`src/rtl/router_reg_gen.sv`:
```
// Router register stage: header capture, FIFO write path with a small hold buffer, packet check.
// dout/dout_valid are registered (1 cycle direct, 2+ via hold); a full FIFO diverts bytes into the hold buffer and overflow drops them.
module router_reg_gen #(
    parameter int DW         = 8,
    parameter int AW         = 2,
    parameter int HOLD_DEPTH = 2,
    parameter int CHK_MODE   = 0
) (
    input  logic          clk,
    input  logic          reset,
    input  logic          pkt_valid,
    input  logic [DW-1:0] data_in,
    input  logic          fifo_full,
    input  logic          detect_add,
    input  logic          lfd_state,
    input  logic          ld_state,
    input  logic          laf_state,
    input  logic          full_state,
    input  logic          rst_int_reg,
    output logic [DW-1:0] dout,
    output logic          dout_valid,
    output logic          parity_done,
    output logic          low_pkt_valid,
    output logic          error,
    output logic          overflow,
    output logic          hold_empty,
    output logic [7:0]    err_count
);

    localparam int PW = (HOLD_DEPTH > 1) ? $clog2(HOLD_DEPTH) : 1;
    localparam int CW = $clog2(HOLD_DEPTH + 1);
    localparam logic [PW-1:0] LAST_PTR = PW'(HOLD_DEPTH - 1);
    localparam logic [CW-1:0] FULL_CNT = CW'(HOLD_DEPTH);
    localparam logic [AW-1:0] BAD_ADDR = '1;

    logic [DW-1:0] header_reg;
    logic [DW-1:0] int_chk;
    logic [DW-1:0] pkt_chk;
    logic          chk_pending;
    logic [DW-1:0] hold_mem [HOLD_DEPTH];
    logic [PW-1:0] wr_ptr;
    logic [PW-1:0] rd_ptr;
    logic [CW-1:0] cnt;
    logic [CW-1:0] cnt_next;

    logic          hdr_ok;
    logic          has_cand;
    logic [DW-1:0] cand_dat;
    logic          is_chk;
    logic          held;
    logic          pop;
    logic          direct;
    logic          want_push;
    logic          push;
    logic          drop;
    logic          accept;
    logic [DW-1:0] acc_next;

    function automatic logic [PW-1:0] nxt_ptr(input logic [PW-1:0] p);
        return (p == LAST_PTR) ? '0 : p + 1'b1;
    endfunction

    always_comb begin
        hdr_ok    = detect_add & pkt_valid & (data_in[AW-1:0] != BAD_ADDR);
        has_cand  = lfd_state | ld_state;
        cand_dat  = lfd_state ? header_reg : data_in;
        is_chk    = ld_state & ~pkt_valid;
        held      = (cnt != '0);
        pop       = ~fifo_full & ~full_state & held & (has_cand | laf_state);
        direct    = has_cand & ~fifo_full & ~held;
        want_push = has_cand & (fifo_full | held);
        // A full buffer still takes a byte when its head leaves in the same cycle.
        push      = want_push & ((cnt != FULL_CNT) | pop);
        drop      = want_push & ~push;
        accept    = direct | push;
        acc_next  = (CHK_MODE == 1) ? (int_chk + cand_dat) : (int_chk ^ cand_dat);
    end

    always_comb begin
        cnt_next = cnt;
        if (push && !pop)
            cnt_next = cnt + 1'b1;
        else if (pop && !push)
            cnt_next = cnt - 1'b1;
    end

    always_ff @(posedge clk or negedge reset) begin
        if (!reset) begin
            header_reg    <= '0;
            int_chk       <= '0;
            pkt_chk       <= '0;
            chk_pending   <= 1'b0;
            for (int i = 0; i < HOLD_DEPTH; i++) hold_mem[i] <= '0;
            wr_ptr        <= '0;
            rd_ptr        <= '0;
            cnt           <= '0;
            dout          <= '0;
            dout_valid    <= 1'b0;
            parity_done   <= 1'b0;
            low_pkt_valid <= 1'b0;
            error         <= 1'b0;
            overflow      <= 1'b0;
            hold_empty    <= 1'b1;
            err_count     <= '0;
        end else if (hdr_ok) begin
            // New packet: any leftover held bytes are discarded with the old status.
            header_reg    <= data_in;
            int_chk       <= '0;
            pkt_chk       <= '0;
            chk_pending   <= 1'b0;
            wr_ptr        <= '0;
            rd_ptr        <= '0;
            cnt           <= '0;
            dout_valid    <= 1'b0;
            parity_done   <= 1'b0;
            low_pkt_valid <= 1'b0;
            error         <= 1'b0;
            hold_empty    <= 1'b1;
        end else begin
            dout_valid <= direct | pop;
            if (direct)
                dout <= cand_dat;
            else if (pop)
                dout <= hold_mem[rd_ptr];
            if (push) begin
                hold_mem[wr_ptr] <= cand_dat;
                wr_ptr           <= nxt_ptr(wr_ptr);
            end
            if (pop)
                rd_ptr <= nxt_ptr(rd_ptr);
            cnt        <= cnt_next;
            hold_empty <= (cnt_next == '0);
            if (drop)
                overflow <= 1'b1;
            if (accept && !is_chk)
                int_chk <= acc_next;
            if (accept && is_chk)
                pkt_chk <= cand_dat;
            chk_pending <= accept & is_chk;
            if (accept && is_chk) begin
                parity_done   <= 1'b1;
                low_pkt_valid <= 1'b1;
            end else if (rst_int_reg) begin
                parity_done   <= 1'b0;
                low_pkt_valid <= 1'b0;
                error         <= 1'b0;
            end
            if (chk_pending) begin
                error <= (pkt_chk != int_chk);
                if ((pkt_chk != int_chk) && (err_count != 8'hFF))
                    err_count <= err_count + 8'd1;
            end
        end
    end

endmodule

```
`config.mk`:
```
export PLATFORM = sky130hd
export DESIGN_NAME = router_reg_gen
export DESIGN_NICKNAME = d
export VERILOG_FILES = /design/src/rtl/router_reg_gen.sv
export SDC_FILE = /design/constraint.sdc
export NUM_CORES = 1
export LEC_CHECK = 0
export ABC_AREA = 1
export ABC_CLOCK_PERIOD_IN_PS = 3100
export BUFFER_PORTS_ARGS = -buffer_cell sky130_fd_sc_hd__buf_2
export CAP_MARGIN = 5
export CORE_MARGIN = 2
export CORE_UTILIZATION = 25
export CTS_CLUSTER_SIZE = 40
export DETAILED_ROUTE_END_ITERATION = 12
export SETUP_SLACK_MARGIN = 0.5
export SKIP_LAST_GASP = 1
export SYNTH_ARGS = -nofsm -noshare
export SYNTH_HDL_FRONTEND = slang
export SYNTH_SLANG_ARGS = --single-unit
```
`constraint.sdc`:
```
create_clock -name clk -period 3.1 [get_ports clk]
set_clock_uncertainty 0.05 [all_clocks]
set_input_delay 0.465 -clock clk [delete_from_list [all_inputs] [get_ports clk]]
set_output_delay 0.465 -clock clk [all_outputs]
set_load 0.005 [all_outputs]
```
Yosys cells after proc, flatten, opt, wreduce, memory -nomap -nowiden
Cells that the tools add are included.

Register bits after elaboration: 66. Input port bits: 18. Output and inout port bits: 22.

Add/sub/neg operators: 5. $lt $le $gt $ge: 3. Equality and inequality tests: 5. Mux-type cells: 31. Bitwise operators: 27. Reductions and logical operators: 23.

Operator list (count): 8-bit 2-to-1 mux (11); 16-bit bitwise mux (1); 1-bit 2-to-1 mux (15); 1-bit bitwise AND (12); 2-bit nonzero test (6); 8-bit by 1-bit adder with 8-bit output, second input constant (1); 8-bit demux with 1-bit select (1); 8-bit != test (1); 8-bit != test, second input constant (1); 2-bit AND reduction (4); 8-bit bitwise XOR (1); 1-bit logical AND (6); 2-bit 2-to-1 mux (3); 1-bit NOT (6); 1-bit OR (6); 3-bit nonzero test (2); 2-bit greater-or-equal comparator, second input constant (2); 2-bit != test, second input constant (2); 1-bit NOT with 2-bit output (2); 1-bit logical NOT (3); 3-bit != test, second input constant (1); 3-bit AND reduction (1); 1-bit adder, second input constant (2); 2-bit by 1-bit adder with 2-bit output, second input constant (1); 3 further kinds (3).

Longest topological paths before layout
Gate-level depths: netlist (run 1).

Depth after elaboration: 12. Depth in mapped cells: 14.

Least setup slack after synthesis (run 1)
Ideal clock, no wire load.

Path kind: register -> register. Start: register cnt[0]. End: register error. Data arrival time: 1.509 ns. Required time: 2.934 ns. Slack: 1.424 ns. Stages on the path, launching flop included: 15. Path buffers: 1. Period minus slack after synthesis: 1.676 ns. Cells stage by stage: dfrtp_1 -> inv_1 -> ha_1 -> inv_1 -> nand2_1 -> nor2_4 -> nand2_4 -> nand2_4 -> nand2_2 -> nand2_4 -> nand2_2 -> buf_6 -> nand2_1 -> nand2_1 -> nand2_1.

Cells in the longest elaborated chain, start to end: 9. Elaborated cells on any way between the ends: 14.

Ends and longest elaborated chain: start: declaration (RTL line 43) `logic [CW-1:0] cnt;`; start signal: assignment (RTL line 131) `cnt <= cnt_next;`; 2-bit nonzero test (RTL line 68) `held = (cnt != '0);`; 1-bit bitwise AND (2 in a row) (RTL line 69) `pop = ~fifo_full & ~full_state & held & (has_cand | laf_state);`; 1-bit OR (RTL line 73) `push = want_push & ((cnt != FULL_CNT) | pop);`; 1-bit bitwise AND (RTL line 73); 1-bit OR * (RTL line 75) `accept = direct | push;`; 1-bit logical AND * (RTL line 140) `if (accept && is_chk) begin`; 3-bit != test (no line) *; 2-bit AND reduction (no line) *; end signal: assignment (RTL line 149) `error <= (pkt_chk != int_chk);`; end: declaration (RTL line 24) `output logic error,`.

Mark *: on every way between the ends. The rest lies on a longest branch, timed or not. A chain may end at the register's enable or synchronous reset.

Final worst setup path (run 1)
Start: register cnt[1]. End: register pkt_chk[5].

Cells in the longest elaborated chain, start to end: 8. Elaborated cells on any way between the ends: 13.

Ends and longest elaborated chain: 2-bit nonzero test (RTL line 68); 1-bit bitwise AND (2 in a row) (RTL line 69); 1-bit OR (RTL line 73); 1-bit bitwise AND (RTL line 73); 1-bit OR * (RTL line 75); 1-bit logical AND * (RTL line 137) `if (accept && is_chk)`; 2-bit nonzero test (no line) *; end signal: assignment (RTL line 138) `pkt_chk <= cand_dat;`; end: declaration (RTL line 38) `logic [DW-1:0] pkt_chk;`.

Marked as above.

==> results of run 1 <==
area by class of cell:
| cell class | count | area (sq um) |
|---|---|---|
| fill | 1422 | 9143 |
| sequential | 66 | 1653 |
| multi-input combinational | 279 | 1468 |
| clock buffer | 13 | 270.3 |
| tap | 176 | 220.2 |
| timing repair buffer | 41 | 210.2 |
| inverter | 37 | 138.9 |
| clock inverter | 2 | 35.03 |
cells by family after synthesis:
group	Yosys count	synth area share
adder cells (fa/ha/maj)	3	0.01128
AND/OR/NAND/NOR	193	0.2713
AO/OA/AOI/OAI	62	0.1030
XOR/XNOR	21	0.05524
flip-flops	66	0.4964
buffers and inverters	49	0.06276
how the worst max path moves through the flow:
stage                     startpoint  depth (start not counted)                endpoint  slack (ns)
floorplan           cnt[0]$_DFF_PN0_                         14       error$_DFFE_PN0P_        1.42
global placement           pkt_valid                          7    hold_empty$_DFF_PN1_        1.05
detailed placement         pkt_valid                          7    hold_empty$_DFF_PN1_        1.02
CTS                 cnt[1]$_DFF_PN0_                         13  pkt_chk[5]$_DFFE_PN0P_        1.05
global route        cnt[1]$_DFF_PN0_                         13  pkt_chk[3]$_DFFE_PN0P_        0.83
finish              cnt[1]$_DFF_PN0_                         13  pkt_chk[5]$_DFFE_PN0P_        1.06
power groups by stage:
stage | Sequential [uW] | Clock (uW) | Combinational, uW
detailed placement | 1400 | 0 | 1180
CTS | 1390 | 1060 | 1190
global placement | 1390 | 0 | 1140
global route | 1430 | 1090 | 1350
finish | 1390 | 1040 | 1170
floorplan | 1350 | 0 | 885
metrics by stage:
stage	setup slack (ns)	util
floorplan	1.424	-
global placement	1.046	0.2809
detailed placement	1.016	0.2809
CTS	1.048	0.3041
global route	0.8317	0.3041
finish	1.056	0.3041
layout by cell type (no fill, tap or decap), drive strengths merged:
master  count
clkinv      3
a21oi      13
nand4      19
ha          3
nor2       41
dfstp       1
xnor2      10
buf        41
nand2     106
o21a        1
a31o        1
clkbuf     13
nand3      26
inv        35
nand3b      1
bufinv      1
dfrtp      65
o21ai      47
xor2       11
per-layer routing:
layer / GRT usage / share of wire
met1: 0.1469 / 0.47
met2: 0.1861 / 0.47
met3: 0.03017 / 0.043
met4: 0.03824 / 0.012
met5: 0 / 0
==> impl_metrics.yaml, run 1 <==
worst_setup_path:
  timing.rr.start: "cnt[1]$_DFF_PN0_"
  rr_worst_depth: 13
  worst-setup-path-type: "flop to flop"
  crit_buf_inv: 3
  timing.critical_path.cells: "inv_1, ha_1, inv_1, nand2_1, nor2_4, nand2_4, nand2_4, nand2_2, nand2_4, nand2_2, inv_2, nand2_1, nand2_1"
  start_kind: "flop"
  slowest_stage: "dfrtp_1"
  r2r_end: "pkt_chk[5]$_DFFE_PN0P_"
  cp_data_arrival_time_ns: 2.25
  crit_family: "simple AND/OR/NAND/NOR gates"
  cp.required_ns: 3.30
  timing.critical_path.to_type: "flop"
  critical_path_peak_fanout: 11
  timing.reg2reg.setup_slack_ns: 1.06
  worst_path_largest_cell_delay_ns: 0.38
synth:
  mappedNetlistArea_sq_um: 3329
  fraction_of_synthesis_flops_using_an_asynchronous_set_or_reset_pin: 1.000
  syn_avg_cell_area_sq_um: 8.450
  number_of_flops_mapped_to_enable_cells_by_yosys: 0
  synth_largest_type_area_fraction: 0.4885
  yosys.cell_types.count: 30
  synth_nets: 415
  yosysWarningCount: 0
  synthDominantAreaCellType: "dfrtp_1"
  post_synthesis_cell_count: 394
  netlist_top_cells_count: "nand2_1 (97), dfrtp_1 (65), nor2_1 (38), inv_1 (31), o21ai_0 (31)"
  yosysMostFrequentCell: "nand2_1"
  synth.ff_latch_count: 66
  synth.area.top_cells: "dfrtp_1 (49%), nand2_1 (11%), o21ai_0 (4.7%)"
  most_common_flop_cell_mapped_by_yosys: "dfrtp_1"
  synth_seq_area_share: 0.4964
cells_and_area:
  max_flop_register: "hold_mem"
  final_layout_size_suffix_gt1_frac: 0.1826
  final_cell_count_no_fill: 614
  n_antenna_cell: 0
  syn_to_final_growth_pct: 19.99
  final_net_count: 455
  number_of_flip_flops_under_the_largest_register_name: 16
  final_area_sq_um: 3995
power_and_ir_drop:
  sequentialPowerShare: 0.386
  power_frac_comb: 0.326
  switch_pwr_uw: 1281
  cell_internal_pwr_uw: 2317
  finalPower_uw: 3597
  power_per_cell_area_nw_per_um2: 900.5
  p_leak_uw: 0.002009
  ir_drop_v: 0.0003141
  pwr-share-clk: 0.288
  net_switching_share_of_the_total_power: 0.3560
detailed_routing:
  drcViolationCount: 0
  detailedRoute.firstIterationViolations: 250
  antenna_violating_nets_post_route: 0
  route.detailed.vias_per_inst: 4.370
  detailedRoute.firstPassIterationCount: 4
  vias: 2683
  route.detailed.wl_per_inst_um: 12.37
  postRouteWirelength_mm: 7.597
clocking:
  insertion_delay_ns: 0.32
  post_cts_resize_count: 0
  clockRootBuffer: "clkbuf_16"
  clock_path_buffers: 2
  cts_max_level: 3
  cts-buffers-inserted: 9
  numClockSinks: 66
  tritoncts: "built"
  clk_pin_slew_worst_paths_ns: 0.05
  cts_hold_fix_bufs: 0
  cts_setup_buffers: 0
die:
  floorplan.core_area_sq_um: 13140
  die_x_um: 119.4
  placement_row_count: 42
  design.die.area_sq_um: 14260
  die_height_um: 119.4
  floorplan.initialDensity: 0.2534
  ios: 40
hold_path:
  hold_path.class: "input port to async pin"
sta:
  timing.final.setup_violations: 0
  layout_min_cycle_time_ns: 2.044
  hold_ws_ns: 0.04435
  timing.slew.headroom: 0.2634
  fin_setup_tns_ns: 0
  period_share: 0.6595
  tightestPinTransition_ns: 1.104
  grt_setup_unrepaired: "false"
  max_fclk_mhz: 489.2
  slew_violations: 0
  timing_hold_violations_final: 0
place:
  buffer_ports.inserted: 39
  gp_congestion: 0.7862
  dpl_cell_area_sq_um: 3690
  hpwl_mm: 5.357
  dp.cells: 599
global_route:
  initial_antenna_violation_count: 0
  gr-total-overflow: 0
  largest_net_degree_at_the_start_of_global_routing: 42
  grt_use_total: 0.1140
  first_pass_grt_wire_length_mm: 12.90
  vias_in_the_first_global_route: 2616
run_status:
  status: "finished, final reports clean"
flow_run:
  maxCapViolCount: 0
(Power assumes the default switching activity.)
==> inputs of run 2 (changes only) <==
--- a/config.mk
+++ b/config.mk
@@ -6,7 +6,7 @@
 export NUM_CORES = 1
 export LEC_CHECK = 0
 export ABC_AREA = 1
-export ABC_CLOCK_PERIOD_IN_PS = 3100
+export ABC_CLOCK_PERIOD_IN_PS = 1900
 export BUFFER_PORTS_ARGS = -buffer_cell sky130_fd_sc_hd__buf_2
 export CAP_MARGIN = 5
 export CORE_MARGIN = 2
==> constraint.sdc (replaced) <==
create_clock -name clk -period 1.9 [get_ports clk]
set_clock_uncertainty 0.05 [all_clocks]
set_input_delay 0.285 -clock clk [delete_from_list [all_inputs] [get_ports clk]]
set_output_delay 0.285 -clock clk [all_outputs]
set_load 0.005 [all_outputs]
==> run 2 against run 1 <==
- sequential share of layout area decreased by 6.7 points
- final area increased by 19%
- worst hold slack improved by 0.14 ns
- critical endpoint is now pkt_chk[0]$_DFFE_PN0P_
- largest power group is now combinational logic
- highest routed layer unchanged
==> impl_metrics.yaml, run 2 (synthesis gave the netlist of run 1 again) <==
run_status:
  status: "finished, final reports clean"
place:
  dp.cells: 608
  hpwl_mm: 5.351
  gp_congestion: 0.7964
  buffer_ports.inserted: 39
hold_path:
  hold_ep: "error$_DFFE_PN0P_"
  start_point_of_the_worst_min_delay_path: "rst_int_reg"
  hold-path-cell-count: 4
  hold_path.class: "input port to flop"
sta:
  period_share: 0.8544
  tightestPinTransition_ns: 0.5311
  layout_min_cycle_time_ns: 1.623
  fin_setup_tns_ns: 0
  hold_ws_ns: 0.1838
  max_fclk_mhz: 616.0
  grt_setup_unrepaired: "true"
  timing.slew.headroom: 0.6455
  slew_violations: 0
  timing_hold_violations_final: 0
  timing.final.setup_violations: 0
cells_and_area:
  num-fill-cells: 1323
  final_layout_size_suffix_gt1_frac: 0.3825
  syn_to_final_growth_pct: 43.25
  final_cell_count_no_fill: 657
  max_flop_register: "hold_mem"
  final_core_occ: 0.3630
  final_net_count: 498
  layout_commonest_cell: "nand2_1"
  n_antenna_cell: 0
  highest_count_cells_in_the_layout_ignoring_fill_and_taps: "nand2_1 (81), dfrtp_1 (64), buf_2 (39)"
  number_of_flip_flops_under_the_largest_register_name: 16
global_route:
  first_pass_grt_wire_length_mm: 14.61
  grt_use_total: 0.1287
  initial_antenna_violation_count: 0
  gr-total-overflow: 0
  vias_in_the_first_global_route: 2928
  largest_net_degree_at_the_start_of_global_routing: 67
worst_setup_path:
  worst-setup-path-type: "flop to flop"
  timing.critical_path.to_type: "flop"
  timing.critical_path.cells: "inv_2, ha_4, inv_2, nand2_2, nor2_4, nand2_4, nand2_4, nand2_8, nand2_8, nand2_8, inv_8, nand2_2, nand2_1"
  slowest_stage: "dfrtp_1"
  worst_path_largest_cell_delay_ns: 0.37
  critical_path_peak_fanout: 6
  timing.rr.start: "cnt[1]$_DFF_PN0_"
  cp.required_ns: 2.11
  timing.reg2reg.setup_slack_ns: 0.28
  r2r_end: "pkt_chk[0]$_DFFE_PN0P_"
  cp_data_arrival_time_ns: 1.83
  worst_path_most_repeated_cell: "nand2_8"
  rr_worst_depth: 13
  start_kind: "flop"
die:
  floorplan.initialDensity: 0.2534
  die_x_um: 119.4
  die_height_um: 119.4
  floorplan.core_area_sq_um: 13140
  placement_row_count: 42
  design.die.area_sq_um: 14260
  ios: 40
detailed_routing:
  drcViolationCount: 0
  route.detailed.wl_per_inst_um: 13.52
  antenna_violating_nets_post_route: 0
  detailedRoute.firstPassIterationCount: 5
  route.detailed.vias_per_inst: 4.627
  postRouteWirelength_mm: 8.881
  detailedRoute.firstIterationViolations: 176
  vias: 3040
power_and_ir_drop:
  ir_drop_v: 0.0007608
  power_per_cell_area_nw_per_um2: 1429
  pwr-share-clk: 0.213
  sequentialPowerShare: 0.335
  net_switching_share_of_the_total_power: 0.3933
  switch_pwr_uw: 2680
  cell_internal_pwr_uw: 4134
  p_leak_uw: 0.002296
  power_frac_comb: 0.451
  finalPower_uw: 6814
clocking:
  cts_max_level: 3
  clk_pin_slew_worst_paths_ns: 0.06
  clock_path_buffers: 2
  tritoncts: "built"
  cts-buffers-inserted: 9
  clockRootBuffer: "clkbuf_16"
  insertion_delay_ns: 0.33
  numClockSinks: 66
flow_run:
  maxCapViolCount: 0
-- run 2: how the worst max path moves through the flow --
stage,depth (start not counted),from,to
3_5_place_dp,13,cnt[1]$_DFF_PN0_,pkt_chk[5]$_DFFE_PN0P_
3_3_place_gp,13,cnt[1]$_DFF_PN0_,pkt_chk[7]$_DFFE_PN0P_
6_report,13,cnt[1]$_DFF_PN0_,pkt_chk[0]$_DFFE_PN0P_
2_1_floorplan,13,cnt[1]$_DFF_PN0_,pkt_chk[7]$_DFFE_PN0P_
5_1_grt,13,cnt[1]$_DFF_PN0_,pkt_chk[7]$_DFFE_PN0P_
4_1_cts,11,cnt[1]$_DFF_PN0_,hold_mem[3]$_DFFE_PN0P_
-- run 2: power groups by stage --
stage                     registers (uW)  clock network, uW  logic [uW]
after floorplan                     2200                  0        1610
after CTS                           2260               1480        2700
final                               2280               1450        3080
after global placement              2240                  0        2090
after detailed placement            2270                  0        2160
after global routing                2350               1550        3430
-- run 2: area by class of cell --
class / count / area, sq um / area share
Clock buffer: 11 / 232.7 / 0.04879
Clock inverter: 4 / 20.02 / 0.004197
Inverter: 37 / 148.9 / 0.03122
Multi-Input combinational cell: 286 / 1903 / 0.3990
Sequential cell: 66 / 1654 / 0.3468
Tap cell: 176 / 220.2 / 0.04617
Timing Repair Buffer: 76 / 581.8 / 0.1220
Timing Repair inverter: 1 / 8.758 / 0.001836
-- run 2: metrics by stage --
stage,worst slack [ns],instance area (sq um)
floorplan,0.2805,3411
global placement,0.1982,3867
detailed placement,0.1045,3867
CTS,0.3071,4463
global route,0.1886,4770
finish,0.2765,4770
-- run 2: what timing repair did --
item,4_1_cts,5_1_grt
gates resized for setup,29,48
endpoints found under the setup margin,56,59
buffers inserted,15,10
pin swaps,15,24
cloned,7,1
endpoints found under the hold margin,65,0
hold buffers,1,0
-- run 2: critical path: cells and delay by family (launching register included) --
kind / cells / cell delay [ns]
adders and majority gates: 1 / 0.16
buffers and inverters: 3 / 0.20
DFF: 1 / 0.37
and+or+nand+nor: 9 / 0.76
-- run 2: per-layer routing --
layer	up-vias	GRT usage	share of wire
met4	0	0.04412	0.013
met1	1455	0.1814	0.46
met5	-	0	0
met2	97	0.1954	0.47
li1	1476	-	-
met3	12	0.02778	0.051
